$ cat config.mk
export PLATFORM = sky130hd
export DESIGN_NAME = inert_intf
export DESIGN_NICKNAME = d
export VERILOG_FILES = /design/src/rtl/inert_intf.sv
export SDC_FILE = /design/constraint.sdc
export NUM_CORES = 1
export LEC_CHECK = 0
export CAP_MARGIN = 5
export CORE_MARGIN = 2
export CORE_UTILIZATION = 25
export DETAILED_ROUTE_END_ITERATION = 8
export DONT_BUFFER_PORTS = 1
export HOLD_SLACK_MARGIN = 0.02
export SKIP_LAST_GASP = 1
export SLEW_MARGIN = 20
export SYNTH_ARGS = -nofsm -noshare
export SYNTH_HDL_FRONTEND = slang
export SYNTH_SLANG_ARGS = --single-unit
$ cat constraint.sdc
create_clock -name clk -period 3.01 [get_ports clk]
set_input_delay 0.4515 -clock clk [delete_from_list [all_inputs] [get_ports clk]]
set_output_delay 0.4515 -clock clk [all_outputs]
set_load 0.02 [all_outputs]
$ cat src/rtl/inert_intf.sv
// inert_intf: producer side of the vld / ptch_rt / AZ interface feeding inertial_integrator.
//
// After a power-on delay the block writes four configuration registers into the IMU through
// the SPI transactor. It then waits for the (synchronized) data-ready interrupt and reads
// PL, PH, AL and AH back to back. Once AH arrives it presents the assembled 16-bit samples
// with a one-cycle vld pulse.
//
// Ports:
//   clk      in   system clock
//   rst_n    in   asynchronous active-low reset
//   INT      in   IMU data-ready interrupt (asynchronous, double-flopped here)
//   done     in   SPI transaction complete pulse; rd_data valid in the same cycle
//   rd_data  in   SPI response word, only [7:0] is used
//   wrt      out  one-cycle pulse starting an SPI transaction with cmd
//   cmd      out  SPI command word, held from wrt until the matching done
//   vld      out  one-cycle pulse: ptch_rt / AZ hold a fresh sample
//   ptch_rt  out  signed pitch rate {PH, PL}
//   AZ       out  signed Z acceleration {AH, AL}

module inert_intf #(
    parameter int unsigned INIT_WAIT_BITS = 16
) (
    input  logic        clk,
    input  logic        rst_n,
    input  logic        INT,
    input  logic        done,
    input  logic [15:0] rd_data,
    output logic        wrt,
    output logic [15:0] cmd,
    output logic        vld,
    output logic [15:0] ptch_rt,
    output logic [15:0] AZ
);

    typedef enum logic [3:0] {
        StPwrWait,
        StInit1,
        StInit2,
        StInit3,
        StInit4,
        StWaitInt,
        StRdPl,
        StRdPh,
        StRdAl,
        StRdAh
    } state_e;

    localparam logic [INIT_WAIT_BITS-1:0] TimerMax = '1;
    localparam logic [INIT_WAIT_BITS-1:0] TimerOne = INIT_WAIT_BITS'(1);

    // Configuration writes
    localparam logic [15:0] CmdIntCfg = 16'h0D02;
    localparam logic [15:0] CmdAccCfg = 16'h1053;
    localparam logic [15:0] CmdGyrCfg = 16'h1150;
    localparam logic [15:0] CmdRndCfg = 16'h1460;
    // Reads (bit 15 set marks a read)
    localparam logic [15:0] CmdRdPl   = 16'hA200;
    localparam logic [15:0] CmdRdPh   = 16'hA300;
    localparam logic [15:0] CmdRdAl   = 16'hAC00;
    localparam logic [15:0] CmdRdAh   = 16'hAD00;

    state_e                    state_q, state_d;
    logic [INIT_WAIT_BITS-1:0] timer_q, timer_d;
    logic                      int_meta_q, int_s_q;
    logic                      wrt_q, wrt_d;
    logic [15:0]               cmd_q, cmd_d;
    logic                      vld_q, vld_d;
    logic [15:0]               ptch_q, ptch_d;
    logic [15:0]               az_q, az_d;
    logic [7:0]                pl_q, pl_d;
    logic [7:0]                ph_q, ph_d;
    logic [7:0]                al_q, al_d;

    // Upper response byte carries nothing for this block.
    logic unused_rd_hi;
    assign unused_rd_hi = ^rd_data[15:8];

    always_comb begin
        state_d = state_q;
        timer_d = timer_q;
        wrt_d   = 1'b0;
        cmd_d   = cmd_q;
        vld_d   = 1'b0;
        ptch_d  = ptch_q;
        az_d    = az_q;
        pl_d    = pl_q;
        ph_d    = ph_q;
        al_d    = al_q;

        unique case (state_q)
            StPwrWait: begin
                if (timer_q != TimerMax) begin
                    timer_d = timer_q + TimerOne;
                end
                // Launch init on the edge where the counter reaches all-ones.
                if (timer_d == TimerMax) begin
                    state_d = StInit1;
                    wrt_d   = 1'b1;
                    cmd_d   = CmdIntCfg;
                end
            end
            StInit1: begin
                if (done) begin
                    state_d = StInit2;
                    wrt_d   = 1'b1;
                    cmd_d   = CmdAccCfg;
                end
            end
            StInit2: begin
                if (done) begin
                    state_d = StInit3;
                    wrt_d   = 1'b1;
                    cmd_d   = CmdGyrCfg;
                end
            end
            StInit3: begin
                if (done) begin
                    state_d = StInit4;
                    wrt_d   = 1'b1;
                    cmd_d   = CmdRndCfg;
                end
            end
            StInit4: begin
                if (done) begin
                    state_d = StWaitInt;
                end
            end
            StWaitInt: begin
                // Level-sensitive: a held INT chains sequences back to back.
                if (int_s_q) begin
                    state_d = StRdPl;
                    wrt_d   = 1'b1;
                    cmd_d   = CmdRdPl;
                end
            end
            StRdPl: begin
                if (done) begin
                    pl_d    = rd_data[7:0];
                    state_d = StRdPh;
                    wrt_d   = 1'b1;
                    cmd_d   = CmdRdPh;
                end
            end
            StRdPh: begin
                if (done) begin
                    ph_d    = rd_data[7:0];
                    state_d = StRdAl;
                    wrt_d   = 1'b1;
                    cmd_d   = CmdRdAl;
                end
            end
            StRdAl: begin
                if (done) begin
                    al_d    = rd_data[7:0];
                    state_d = StRdAh;
                    wrt_d   = 1'b1;
                    cmd_d   = CmdRdAh;
                end
            end
            StRdAh: begin
                if (done) begin
                    // AH goes straight from the response into the output register.
                    ptch_d  = {ph_q, pl_q};
                    az_d    = {rd_data[7:0], al_q};
                    vld_d   = 1'b1;
                    state_d = StWaitInt;
                end
            end
            default: begin
                state_d = StPwrWait;
            end
        endcase
    end

    always_ff @(posedge clk or negedge rst_n) begin
        if (!rst_n) begin
            state_q    <= StPwrWait;
            timer_q    <= '0;
            int_meta_q <= 1'b0;
            int_s_q    <= 1'b0;
            wrt_q      <= 1'b0;
            cmd_q      <= 16'h0000;
            vld_q      <= 1'b0;
            ptch_q     <= 16'h0000;
            az_q       <= 16'h0000;
            pl_q       <= 8'h00;
            ph_q       <= 8'h00;
            al_q       <= 8'h00;
        end else begin
            state_q    <= state_d;
            timer_q    <= timer_d;
            int_meta_q <= INT;
            int_s_q    <= int_meta_q;
            wrt_q      <= wrt_d;
            cmd_q      <= cmd_d;
            vld_q      <= vld_d;
            ptch_q     <= ptch_d;
            az_q       <= az_d;
            pl_q       <= pl_d;
            ph_q       <= ph_d;
            al_q       <= al_d;
        end
    end

    assign wrt     = wrt_q;
    assign cmd     = cmd_q;
    assign vld     = vld_q;
    assign ptch_rt = ptch_q;
    assign AZ      = az_q;

endmodule

After elaboration in Yosys (flattened, before gate mapping). Cells that the tools add are included.

Bits in read-only memories: 0. Memories: 0. Logic and storage cells: 69. Output and inout port bits: 50. Input bits: 20. RAM bits: 0. Bits in registers: 96. Latch bits: 0.

Reduce and logical (&&, ||, !) cells: 10. Multiply operators: 0. Shifts and indexed selects: 0. Add/subtract/negate cells: 1. Order comparisons: 0. Mux-type cells: 26. Bitwise logic cells: 0. Equal/unequal tests: 20. Div/mod/pow operators: 0.

Operator list (count): 2-to-1 mux 16 bit (10); one-hot mux 16 bit (8 select lines) (1); 2-to-1 mux 4 bit (9); one-hot mux 4 bit (9 select lines) (1); AND reduction 9 bit (2); adder 16 x 1 -> 16 bit, second input constant (1); == test 16 bit, second input constant (1); == test 4 x 3 -> 1 bit, second input constant (4); inequality test 16 bit, second input constant (1); inequality test 2 bit, second input constant (8); == test 4 x 2 -> 1 bit, second input constant (2); == test 4 bit, second input constant (2); AND reduction 2 bit (4); nonzero test 8 bit (1); OR reduction 6 bit (1); == test 4 x 1 -> 1 bit, second input constant (1); zero test 4 bit (1); 2-to-1 mux 1 bit (4); one-hot mux 1 bit (3 select lines) (1); inequality test 2 x 1 -> 1 bit, second input constant (1); OR reduction 2 bit (1).

Depth between registers and ports, before layout.
Depth after elaboration: 6. Gate-level depth with buffers: 10. Gate-level depth less buffers: 9.

Worst setup path before layout. No wires, ideal clock.

Path kind: reg2reg. Start point: register timer_q[0]. End point: register cmd_q[9] (netlist: cmd[9]). Required time: 2889 ps. Period minus slack after synthesis: 2756 ps. Stages on the path, launching flop included: 10. Setup time: 121 ps. Slack: 254 ps. Arrival time: 2635 ps. Path through: dfrtp_1 -> ha_1 -> clkbuf_2 -> nand2_1 -> nor4_4 -> a21oi_1 -> or4b_1 -> nor4_2 -> nor2_1 -> a22o_1.

Longest elaborated chain between the ends: 6. Elaborated cells on any way between the ends: 7. Those cells by class: 1 x add/sub; 3 x eq/ne; 2 x mux; 1 x reduce/logical.

RTL lines: start: declaration (RTL line 63) `logic [INIT_WAIT_BITS-1:0] timer_q, timer_d;`; start signal: assignment (RTL line 191) `timer_q <= timer_d;`; adder 16 x 1 -> 16 bit / inequality test 16 bit (equally long branches) (RTL line 93, 92); 2-to-1 mux 16 bit (*) (RTL line 92) `if (timer_q != TimerMax) begin`; 2-to-1 mux 16 bit (*) (RTL line 90) `unique case (state_q)`; == test 16 bit (*) (RTL line 96) `if (timer_d == TimerMax) begin`; inequality test 2 bit (no source line) (*); AND reduction 9 bit (no source line) (*); end signal: assignment (RTL line 195) `cmd_q <= cmd_d;`; end: declaration (RTL line 66) `logic [15:0] cmd_q, cmd_d;`.

Every way passes the cells marked *; elsewhere a longest branch is shown, timed or not. The select of a mux whose other input is x is not followed. A chain may end at the register's enable or synchronous reset.

Worst setup path after layout.
Start point: register timer_q[5]. End point: register cmd_q[1] (netlist: cmd[1]).

The elaborated chain is that of the path after synthesis.

==> flow_summary.ini <==
[status]
outcome = finished, final reports clean

[critical_path]
slowest_delay_ps = 550
r2r_setup_slack_ps = 220
arrival_ps = 3050
cp.required_ps = 3270
reg2reg_depth = 9
timing.rr.start = timer_q[5]
path_class = reg -> reg
cp_max_fo = 10
critPathSlowestCell = or4b_1
timing.rr.end = cmd[1]
cp-start-kind = flip-flop
crit_chain = nand4_1 -> buf_4 -> nor4_4 -> a21oi_1 -> or4b_1 -> nor4_2 -> nor2_1 -> inv_2 -> mux2i_1
cp-end-kind = flip-flop

[clocking]
htreeDepth = 3
clk_pin_slew_ps = 70
numCtsBuffers = 9
cts_tree = built
ctsLongestPathBuffers = 2
insertion_delay_ps = 340
cts_sinks = 90
cts_root_buf = clkbuf_16

[global_routing]
grt_antenna_before_repair = 0
track_usage = 0.106
grt_pass1_wl_um = 15000
grt_max_degree = 91
grt_overflow = 0
grt_pass1_vias = 2871

[pwr]
internal_power_mw = 2.07
p_sw_frac = 0.198
seqPwrFrac = 0.472
power_frac_clock = 0.514
power.switching_mw = 0.511
irDropWorstVdd_mv = 0.327
p_comb_frac = 0.014
leakage_nw = 2.14
p_per_area_nw_per_um2 = 534

[final_layout]
final_util = 0.295
fin_nets = 379
seqCellArea_um2 = 2250
diodes = 0
multiInputGateArea_um2 = 1760
drive_gt1_frac = 0.289
area_delta_synth_final_pct = 16.5
num-fill-cells = 1662

[routing]
drt_drc_violations_left = 0
ant_nets = 0
viasPerCell = 4.72
drtIter0Drc = 116
vias = 2754
post_drt_wl_per_cell_um = 15.5
firstDrtPassIters = 4
finalWirelength_um = 9010

[hold_path]
hp-class = in -> async

[logic_synthesis]
syn_area_um2 = 4150
synth_area_leader_cell = dfrtp_1
synth_ff_type = dfrtp_1
synth_area_leaders = dfrtp_1 (54%), mux2_2 (15%), a21oi_1 (2.3%), xnor2_1 (1.9%), nand2_1 (1.6%)
yosys_warnings = 0
synth_edf_count = 0
async_flop_share = 1.00
yosysSeqAreaShare = 0.542
synth_top_area_frac = 0.542
synth.distinct_cells = 56
yosys-top-cells-count = dfrtp_1 (90), mux2_2 (57), a21oi_1 (19)
syn_area_per_cell_um2 = 11.9
yosysMostFrequentCell = dfrtp_1
ys_seq_elements = 90
syn_inst = 350

[timing]
max_freq_mhz = 359
maxSlewViolCount = 0
worst_pin_slew_ps = 945
relSlewSlack = 0.370
fin_worst_skew_ps = 9.11
setup_violations = 0
fin_crit_sh = 0.926
final.setup.tns_ps = 0
rsz0062_at_grt = no
worst_slack_ps = 223
min_period_ps = 2790
finalHoldViolations = 0

[die]
initial_core_util = 0.253
row_count = 47
fp.dieW_um = 133
die-area_um2 = 17700
core_um2 = 16400
die_y_um = 133
io_pins = 70

[place]
hpwlAfterDp_um = 6150
gp_congestion = 0.783
place_ws_ps = 152
portBuffers = 0

[run]
cap_violations = 0
how the worst max path moves through the flow:
stage,from,endpoint,slack [ps],cells past startpoint
floorplan,timer_q[0],cmd[9],250,9
global placement,timer_q[0],cmd[1],210,9
detailed placement,timer_q[0],cmd[1],150,9
CTS,timer_q[0],cmd[1],110,9
global route,timer_q[5],cmd[1],30,9
finish,timer_q[5],cmd[1],220,9
cells by family after synthesis:
| family | Yosys count | synth area share |
|---|---|---|
| AOI/OAI and AO/OA | 53 | 0.0859 |
| xor gates and xnor gates | 11 | 0.0232 |
| adders and majority gates | 1 | 0.00301 |
| buffers and inverters | 34 | 0.0383 |
| DFF | 90 | 0.542 |
| muxes | 62 | 0.167 |
| other | 1 | 0.000903 |
| and+or+nand+nor | 98 | 0.140 |
state kept, by name (all words and copies together), names as in the netlist:
name and count:
timer_q 16, al_q 8, pl_q 8, AZ 16, ptch_rt 16, cmd 10, state_q 4, int_meta_q 1
int_s_q 1, vld 1, wrt 1, ph_q 8
power by group through the flow:
stage                     clock network [mW]  registers, mW  logic [mW]
after floorplan                            0           1.24      0.0158
after global placement                     0           1.24      0.0104
after detailed placement                   0           1.24      0.0107
after CTS                               1.37           1.22      0.0385
after global routing                    1.42           1.22      0.0428
final                                   1.33           1.22      0.0363
final cells by class:
class / count / share of cell area
Multi-Input combinational cell: 229 / 0.363
Inverter: 9 / 0.00698
Timing Repair Buffer: 19 / 0.0336
Clock inverter: 6 / 0.0246
Clock buffer: 10 / 0.0494
Tap cell: 220 / 0.0569
Sequential cell: 90 / 0.466
through the flow:
| stage | total power, mW | hold WS [ps] | cell area (um2) | std cells |
|---|---|---|---|---|
| 3_5_place_dp | 1.25 | 158 | 4440 | 565 |
| 2_1_floorplan | 1.26 | 156 | 4160 | 353 |
| 6_report | 2.58 | 15.5 | 4840 | 583 |
| 3_3_place_gp | 1.25 | 158 | 4440 | 565 |
| 4_1_cts | 2.62 | 34.9 | 4830 | 582 |
| 5_1_grt | 2.68 | 48.3 | 4840 | 583 |
critical path: cells and delay by family, from the launching register on:
family          cells  cell delay [ps]
mux                 1              190
flops               1              440
buf+inv             2              360
compound gates      1               80
simple gates        5             1640
placed cells by master, fill, tap and decap left out, types with 3 or more instances in the layout:
cell,Yosys,final
a31oi_1,3,3
o22ai_1,4,4
bufinv_16,0,3
or4_1,6,6
dfrtp_1,90,90
nand2_1,18,18
mux2_2,57,57
nand3b_1,3,3
o21ai_0,7,7
nand3_1,12,12
and3_1,4,4
nand2b_1,5,5
a21oi_1,19,19
inv_1,8,8
buf_4,6,18
clkbuf_16,0,9
nor2_1,16,15
conb_1,1,4
mux2i_1,5,5
nand4_1,4,4
xnor2_1,9,9
nor3_1,9,9
and2_1,3,3
per-layer routing:
metal,vias up,track usage,part of all wire
li1,1281,-,-
met1,1377,0.128,0.43
met2,85,0.163,0.45
met3,11,0.0575,0.10
met4,0,0.0311,0.012
met5,-,0,0
timing repair:
item / in CTS / in global routing
hold endpoints to repair: 90 / 0
setup endpoints to repair: 0 / 5
setup buffers: 0 / 1
hold buffers: 1 / 0
resized for setup: 0 / 0
Note: power is estimated with default switching activity, not from simulation.
